--- src/rtl/debounce.sv ---
// Debounces one pre-synchronized bit into a clean level plus rise/fall pulses.
// Latency STABLE_TICKS counted cycles from first mismatch to level flip; tick=0 freezes progress.
module debounce #(
    parameter int STABLE_TICKS = 4,
    parameter int CNT_W        = $clog2(STABLE_TICKS + 1)
) (
    input  logic clk,
    input  logic rst,
    input  logic tick,
    input  logic d,
    output logic level,
    output logic rise,
    output logic fall,
    output logic busy
);

    localparam logic [1:0] STABLE_LO = 2'd0;
    localparam logic [1:0] STABLE_HI = 2'd1;
    localparam logic [1:0] ARM_HI    = 2'd2;
    localparam logic [1:0] ARM_LO    = 2'd3;

    localparam logic [CNT_W-1:0] LAST = CNT_W'(STABLE_TICKS - 1);

    generate
        if (STABLE_TICKS < 1) begin : g_bad_param
            $error("debounce: STABLE_TICKS must be at least 1");
        end
    endgenerate

    logic [1:0]       state, state_nxt;
    logic [CNT_W-1:0] count, count_nxt;
    logic             level_nxt, rise_nxt, fall_nxt;
    logic             mismatch;

    always_comb begin
        mismatch  = d ^ level;
        state_nxt = state;
        count_nxt = count;
        level_nxt = level;
        rise_nxt  = 1'b0;
        fall_nxt  = 1'b0;
        if (!mismatch) begin
            // Any agreeing sample, counted or not, throws away partial progress.
            count_nxt = '0;
            state_nxt = level ? STABLE_HI : STABLE_LO;
        end else if (tick) begin
            if (count == LAST) begin
                level_nxt = ~level;
                rise_nxt  = ~level;
                fall_nxt  = level;
                count_nxt = '0;
                state_nxt = level ? STABLE_LO : STABLE_HI;
            end else begin
                count_nxt = count + CNT_W'(1);
                state_nxt = level ? ARM_LO : ARM_HI;
            end
        end
    end

    always_ff @(posedge clk or negedge rst) begin
        if (!rst) begin
            state <= STABLE_LO;
            count <= '0;
            level <= 1'b0;
            rise  <= 1'b0;
            fall  <= 1'b0;
            busy  <= 1'b0;
        end else begin
            state <= state_nxt;
            count <= count_nxt;
            level <= level_nxt;
            rise  <= rise_nxt;
            fall  <= fall_nxt;
            busy  <= (count_nxt != '0);
        end
    end

endmodule

--- config.mk ---
export PLATFORM = sky130hd
export DESIGN_NAME = debounce
export DESIGN_NICKNAME = d
export VERILOG_FILES = /design/src/rtl/debounce.sv
export SDC_FILE = /design/constraint.sdc
export NUM_CORES = 1
export LEC_CHECK = 0
export ABC_AREA = 1
export CAP_MARGIN = 10
export CORE_AREA = 2 2 39 41
export DETAILED_ROUTE_END_ITERATION = 8
export DIE_AREA = 0 0 41 43
export PLACE_DENSITY = 0.46
export SETUP_SLACK_MARGIN = 0.3
export SLEW_MARGIN = 5
export SYNTH_ARGS = -nofsm -noshare
export SYNTH_HDL_FRONTEND = slang
export SYNTH_SLANG_ARGS = --single-unit
--- constraint.sdc ---
create_clock -name clk -period 2.54 [get_ports clk]
set_input_delay 0.508 -clock clk [delete_from_list [all_inputs] [get_ports clk]]
set_output_delay 0.508 -clock clk [all_outputs]
set_load 0.1 [all_outputs]
==> flow_summary.ini, run 1 <==
[clock_network]
clockBufferDepth = 2
cts_tree = built
post_cts_buffers = 0
cts_buffers = 3
ctsResizeCount = 0
clock_tree.root_cell = clkbuf_4
h-tree-depth = 1
clk_latency_ps = 250
clk_pin_slew_ps = 50
cts.sinks = 7
hold_buffers = 0

[synth]
synth_area_leaders = dfrtp_1, nand2_1, nand3_2
ys_seq_area_share_pct = 52.8
yosysTopAreaCell = dfrtp_1
synth-seq-cells = 7
syn_inst = 38
yosysWarnings = 0
avgSynthCellArea_um2 = 8.73
synth_top_area_share_pct = 52.8
synth_cell_types = 9
synth_nets = 43
synth_area_um2 = 332

[sta]
period_needed_ps = 1460
hold_viol = 0
fin_setup_tns_ps = 0
setup_violations = 0
max_freq_mhz = 686
grt_setup_unrepaired = false
max_slew_margin_pct = 77.7
worstMarginPinSlew_ps = 333
clock-skew-final_ps = 2.11
period_share_pct = 57.4
drv_slew = 0
hold_ws_ps = 524

[critical_path]
reg2reg_slack_ps = 1380
critical_path_required_ps = 2030
rr_endpoint = busy$_DFF_PN0_
r2r_start = count[0]$_DFF_PN0_
criticalPathCategory = reg2out
worst_path_largest_cell_delay_ps = 390
crit_path_top_delay_cell = dfrtp_1
setup.worst_path.start = level$_DFFE_PN0P_
arrival_ps = 950
critPathLaunchType = register
crit_path_end = level
cp_num_buf_inv = 1
r2r_cells = 7
cp_cell_sequence = buf_4
crit_path_end_kind = output pin
crit_family = flip-flops
worstPathMaxFanout = 4
worstSetupPathDepth = 1

[power]
p_total_uw = 465
power_density_mw_per_mm2 = 1060
p_leak_nw = 0.251
vdd_ir_drop_max_mv = 0.290

[global_routing]
first_global_vias = 254
grt_antenna_before_repair = 0
grt-ovfl-total = 0
grt_max_degree = 8
track_usage_pct = 9.19
grt_pass1_wl_um = 938

[route]
vias_per_cell = 3.91
drt_iter0_markers = 1
drt.antenna.violating_nets = 0
drcViolationCount = 0
vias = 254
post_drt_wl_per_cell_um = 9.85
firstDrtPassIters = 2
wl_um = 640

[placed_design]
placed_cells = 61
gp_congestion = 0.654
io_buffers = 7
hpwlAfterDp_um = 528

[finish]
stdcell_count = 65
area_growth_syn_to_layout_pct = 32.1
nNetsFinal = 55
diodes = 0
layout-drive-gt1-share_pct = 32.7

[run]
cap_violations = 0

[die]
start_util_pct = 24.0
ios = 8
die_height_um = 43
fp.dieW_um = 41
num_rows = 14
die_area_mm2 = 0.00176
core_mm2 = 0.00138

[min_path]
hold_path_class = in2async

[outcome]
status = finished, final reports clean
stage by stage:
stage                     area, um2  setup WS, ps  utilization (%)
after floorplan                 332          1060                -
after global placement          412           986             29.7
after detailed placement        412           976             29.7
after CTS                       438          1060             31.6
after global routing            438          1050             31.6
final                           438          1080             31.6
Yosys cell counts (all sizes together):
cell type and instances:
inv 9, nor2 2, ha 1, o21ai 1, dfrtp 7, nand3 4
nand2 14
layout by cell type (no fill, tap or decap):
master | netlist | final
inv_1 | 6 | 6
ha_1 | 1 | 1
clkbuf_4 | 0 | 3
clkdlybuf4s50_1 | 0 | 3
nand2_1 | 12 | 12
inv_2 | 3 | 3
o21ai_1 | 1 | 1
dfrtp_1 | 7 | 7
nand2_2 | 2 | 2
clkbuf_1 | 0 | 1
nor2_1 | 2 | 2
nand3_2 | 4 | 4
buf_4 | 0 | 4
how the worst min path moves through the flow:
stage | from | to | slack (ps) | cells past startpoint
after global placement | count[2]$_DFF_PN0_ | count[2]$_DFF_PN0_ | 520 | 2
after CTS | rst | count[2]$_DFF_PN0_ | 520 | 1
final | rst | busy$_DFF_PN0_ | 520 | 1
after floorplan | rst | busy$_DFF_PN0_ | 210 | 0
after detailed placement | count[2]$_DFF_PN0_ | count[2]$_DFF_PN0_ | 540 | 2
after global routing | rst | busy$_DFF_PN0_ | 540 | 1
report_power, final:
group          switching [mW]  total [mW]  internal [mW]
clock                  0.0405       0.100         0.0599
sequential             0.0157       0.150          0.135
combinational           0.164       0.214         0.0502
layer usage:
metal	share of wire, %	global-route usage, %
met5	0	0
met4	3.0	14.0
met3	2.3	1.57
met2	53	12.5
met1	41	8.85
kinds of logic after synthesis:
| kind of cell | count (synthesis) | share of synthesized area (%) |
|---|---|---|
| flops | 7 | 52.8 |
| buf+inv | 9 | 10.2 |
| simple gates | 20 | 31.7 |
| fa+ha+maj | 1 | 3.77 |
| compound gates | 1 | 1.51 |
sequential cells by signal, summed over array words and instances, names as in the netlist:
| signal | flops |
|---|---|
| count | 3 |
| busy | 1 |
| fall | 1 |
| level | 1 |
| rise | 1 |
cell type report:
class	count	area (um2)
tap	16	20.0
multi-input combinational	22	123
clock buffer	4	26.3
timing repair buffer	7	60.1
sequential	7	175
inverter	9	33.8
fill	153	946
Note: power is estimated with default switching activity, not from simulation.
==> inputs of run 2 (changes only) <==
--- a/config.mk
+++ b/config.mk
@@ -10,7 +10,7 @@
 export CORE_AREA = 2 2 39 41
 export DETAILED_ROUTE_END_ITERATION = 8
 export DIE_AREA = 0 0 41 43
-export PLACE_DENSITY = 0.46
+export PLACE_DENSITY = 0.47
 export SETUP_SLACK_MARGIN = 0.3
 export SLEW_MARGIN = 5
 export SYNTH_ARGS = -nofsm -noshare
==> constraint.sdc (replaced) <==
create_clock -name clk -period 1.3 [get_ports clk]
set_input_delay 0.26 -clock clk [delete_from_list [all_inputs] [get_ports clk]]
set_output_delay 0.26 -clock clk [all_outputs]
set_load 0.1 [all_outputs]
==> flow_summary.ini, run 2 (synthesis gave the netlist of run 1 again) <==
[die]
start_util_pct = 24.0
die_height_um = 43
fp.dieW_um = 41
num_rows = 14
core_mm2 = 0.00138
die_area_mm2 = 0.00176
ios = 8

[sta]
hold_ws_ps = 268
clock-skew-final_ps = 2.69
setup_violations = 0
drv_slew = 0
period_needed_ps = 1190
max_freq_mhz = 843
hold_viol = 0
finalWorstSetupSlack_ps = 114
grt_setup_unrepaired = true
period_share_pct = 91.2
max_slew_margin_pct = 78.4
worstMarginPinSlew_ps = 323

[route]
drt_iter0_markers = 8
post_drt_wl_per_cell_um = 9.45
drcViolationCount = 0
vias = 265
vias_per_cell = 3.96
firstDrtPassIters = 2
drt.antenna.violating_nets = 0
wl_um = 633

[finish]
layout-drive-gt1-share_pct = 51.0
postLayoutCoreUtil_pct = 41.1
largest_reg_flops = 3
nNetsFinal = 57
area_growth_syn_to_layout_pct = 71.7
regMostFlops = count
final_cell_mix = nand2_1, inv_1, buf_12
diodes = 0
stdcell_count = 67
final_common_cell = nand2_1
postLayoutCellArea_um2 = 569

[critical_path]
worstPathMaxFanout = 2
critPathLaunchType = register
crit_path_top_delay_cell = dfrtp_4
crit_family = flip-flops
cp_cell_sequence = buf_12
criticalPathCategory = reg2out
crit_path_end_kind = output pin
worst_path_largest_cell_delay_ps = 500
critical_path_required_ps = 1040
arrival_ps = 930
cp_num_buf_inv = 1

[global_routing]
grt_pass1_wl_mm = 1.06
track_usage_pct = 9.43
grt_antenna_before_repair = 0
grt-ovfl-total = 0
first_global_vias = 273
grt_max_degree = 8

[power]
p_comb_share_pct = 53.5
p_leak_nw = 0.280
power_density_mw_per_mm2 = 1990
pwr-share-seq_pct = 28.9
vdd_ir_drop_max_mv = 0.862
netSwitchingFraction_pct = 44.7
switchingPower_uw = 507
intPower_uw = 627
p_clk_share_pct = 17.7

[clock_network]
clock_tree.root_cell = clkbuf_4
cts.sinks = 7
clk_latency_ps = 250
h-tree-depth = 1
clockBufferDepth = 2
cts_tree = built
cts_buffers = 3
clk_pin_slew_ps = 50
hold_buffers = 0

[placed_design]
gp_congestion = 0.702
io_buffers = 7
dpl_cell_area_um2 = 474
hpwlAfterDp_um = 428
placed_cells = 61
place_ws_ps = -6.58

[outcome]
status = finished, final reports clean

[run]
cap_violations = 0

[min_path]
hold_path_class = in2async
run 2: cell count changes in the layout (fill, tap and decap cells not counted), moves of 2 or more:
cell	delta
nand2_4	+2
dfrtp_2	+3
nand2_1	-2
nand3_4	+3
buf_12	+4
buf_4	-3
dfrtp_1	-4
nand3_2	-3
run 2: what timing repair did:
| item | CTS | global route |
|---|---|---|
| gates resized for setup | 1 | 10 |
| gates cloned | 0 | 0 |
| pin swaps | 2 | 1 |
| setup buffers | 2 | 0 |
| endpoints found under the setup margin | 7 | 10 |
run 2: path summary, 6_finish.rpt:
path                                      end               start  depth (start not counted)  slack (ps)
min                         level$_DFFE_PN0P_                 rst                          1         270
min reg2reg                count[2]$_DFF_PN0_  count[2]$_DFF_PN0_                          2         560
max in group asynchronous   level$_DFFE_PN0P_                 rst                          1         760
max                                     level   level$_DFFE_PN0P_                          1         110
max reg2reg                    busy$_DFF_PN0_  count[0]$_DFF_PN0_                          7         220
min in group clk               fall$_DFF_PN0_                tick                          3         410
run 2: stage by stage:
step | power, mW | TNS [ps]
3_3_place_gp | 0.829 | 0
3_5_place_dp | 0.827 | -6.58
6_report | 1.13 | 0
4_1_cts | 1.07 | 0
2_1_floorplan | 0.647 | 0
5_1_grt | 1.19 | 0
run 2: routing by layer:
| layer | vias to the layer above | share of wire [%] | track usage [%] |
|---|---|---|---|
| met5 | - | 0 | 0 |
| met4 | 0 | 0 | 10.0 |
| met3 | 0 | 1.4 | 1.57 |
| met2 | 2 | 50 | 12.5 |
| met1 | 124 | 48 | 11.6 |
| li1 | 139 | - | - |
run 2: layout make-up:
type                            count  area, um2
Sequential cell                     7        183
Timing Repair Buffer                9        131
Inverter                            9       36.3
Fill cell                         137        815
Multi-Input combinational cell     22        173
Tap cell                           16       20.0
Clock buffer                        4       26.3
run 2: power by group through the flow:
stage	Combinational [mW]	Sequential [mW]	Clock (mW)
after floorplan	0.124	0.523	0
after global placement	0.495	0.334	0
after detailed placement	0.496	0.331	0
after CTS	0.552	0.316	0.206
after global routing	0.641	0.331	0.221
final	0.606	0.327	0.200
==> inputs of run 3 (changes only) <==
--- a/config.mk
+++ b/config.mk
@@ -11,6 +11,7 @@
 export DETAILED_ROUTE_END_ITERATION = 8
 export DIE_AREA = 0 0 41 43
 export PLACE_DENSITY = 0.47
+export REMOVE_ABC_BUFFERS = 1
 export SETUP_SLACK_MARGIN = 0.3
 export SLEW_MARGIN = 5
 export SYNTH_ARGS = -nofsm -noshare
==> constraint.sdc (replaced) <==
create_clock -name clk -period 1.3 [get_ports clk]
set_input_delay 0.195 -clock clk [delete_from_list [all_inputs] [get_ports clk]]
set_output_delay 0.195 -clock clk [all_outputs]
set_load 0.1 [all_outputs]
==> flow_summary.ini, run 3 (synthesis gave the netlist of run 1 again) <==
[critical_path]
arrival_ps = 1210
critPathLaunchType = register
critical_path_required_ps = 1440
worstPathMaxFanout = 2
crit_path_top_delay_cell = dfrtp_1
criticalPathCategory = reg2reg
critPathMostFrequentCell = nand2_1
crit_path_end_kind = register
worst_path_largest_cell_delay_ps = 400
cp_cell_sequence = ha_4, nand2_1, inv_1, nand2_1, nand2_1, nand2_2, nand3_2

[die]
die_height_um = 43
core_mm2 = 0.00138
die_area_mm2 = 0.00176
fp.dieW_um = 41
num_rows = 14
start_util_pct = 24.0
ios = 8

[sta]
period_share_pct = 82.4
fin_setup_tns_ps = 0
grt_setup_unrepaired = true
period_needed_ps = 1070
worstMarginPinSlew_ps = 321
hold_ws_ps = 207
max_freq_mhz = 934
max_slew_margin_pct = 78.5
drv_slew = 0
clock-skew-final_ps = 2.01
hold_viol = 0
setup_violations = 0

[clock_network]
cts_buffers = 3
clk_latency_ps = 250
clockBufferDepth = 2
h-tree-depth = 1
cts.sinks = 7
clk_pin_slew_ps = 50
hold_buffers = 0
clock_tree.root_cell = clkbuf_4
cts_tree = built

[route]
met2_length_um = 339
wl_met3_um = 11
top_layer_used = met4
post_drt_wl_per_cell_um = 9.49
drt.antenna.violating_nets = 0
firstDrtPassIters = 2
vias = 262
drt-met1-wl_um = 272
wl_um = 636
drcViolationCount = 0
vias_per_cell = 3.91
drt_iter0_markers = 1

[run]
cap_violations = 0

[placed_design]
hpwlAfterDp_um = 477
gp_congestion = 0.691
dpl_cell_area_um2 = 462
placed_cells = 61
io_buffers = 7

[finish]
regMostFlops = count
stdcell_count = 67
multi_input_area_um2 = 158
largest_reg_flops = 3
final_cell_mix = nand2_1, inv_1, dfrtp_1, buf_12
layout-drive-gt1-share_pct = 41.2
final_common_cell = nand2_1
nNetsFinal = 57
regArea_um2 = 176
fillers = 144
area_growth_syn_to_layout_pct = 63.4
postLayoutCellArea_um2 = 542
diodes = 0

[global_routing]
grt_antenna_before_repair = 0
grt_max_degree = 8
track_usage_pct = 10.3
first_global_vias = 297
grt-ovfl-total = 0
grt_pass1_wl_mm = 1.15

[power]
p_total_mw = 1.08
power_density_mw_per_mm2 = 1990
vdd_ir_drop_max_mv = 1.12
p_leak_nw = 0.282

[min_path]
hold_path_class = in2async

[outcome]
status = finished, final reports clean
## run 3: where the power goes
part           internal, mW  switching (mW)
clock network         0.117          0.0779
logic                 0.218           0.348
registers             0.266          0.0489
## run 3: what timing repair did
item	4_1_cts	5_1_grt
gates cloned	0	0
setup buffers	2	0
pin swaps	0	1
setup endpoints to repair	7	9
gates resized for setup	1	7
hold endpoints to repair	0	0
## run 3: area by class of cell
type,instances,share of cell area [%]
Clock buffer,4,4.85
Tap cell,16,3.70
Multi-Input combinational cell,22,29.1
Timing Repair Buffer,9,23.6
Inverter,9,6.24
Sequential cell,7,32.6
## run 3: worst paths after layout
| path | start | slack (ps) | to | cells past startpoint |
|---|---|---|---|---|
| max | count[0]$_DFF_PN0_ | 230 | busy$_DFF_PN0_ | 7 |
| min | rst | 210 | count[0]$_DFF_PN0_ | 1 |
| max reg2reg | count[0]$_DFF_PN0_ | 230 | busy$_DFF_PN0_ | 7 |
| min reg2reg | count[2]$_DFF_PN0_ | 550 | count[2]$_DFF_PN0_ | 2 |
| max in group asynchronous | rst | 830 | level$_DFFE_PN0P_ | 1 |
| min in group clk | tick | 360 | rise$_DFF_PN0_ | 3 |
## run 3: metrics by stage
stage	setup slack (ps)	util (%)
finish	229	39.2
global route	123	39.2
CTS	176	36.4
detailed placement	57.4	33.4
global placement	61.5	33.4
floorplan	-181	-
## run 3: metal layers
layer  up-vias  track usage [%]
met5         -                0
met4         0             10.0
met1       119             12.5
met2         3             13.4
li1        138                -
met3         2             3.14
## run 3: critical path, delay by kind of cell, from the launching register on
family / cells / cell delay [ps]
flip-flops: 1 / 400
AND/OR/NAND/NOR: 5 / 280
adder cells (fa/ha/maj): 1 / 240
buffers and inverters: 1 / 40
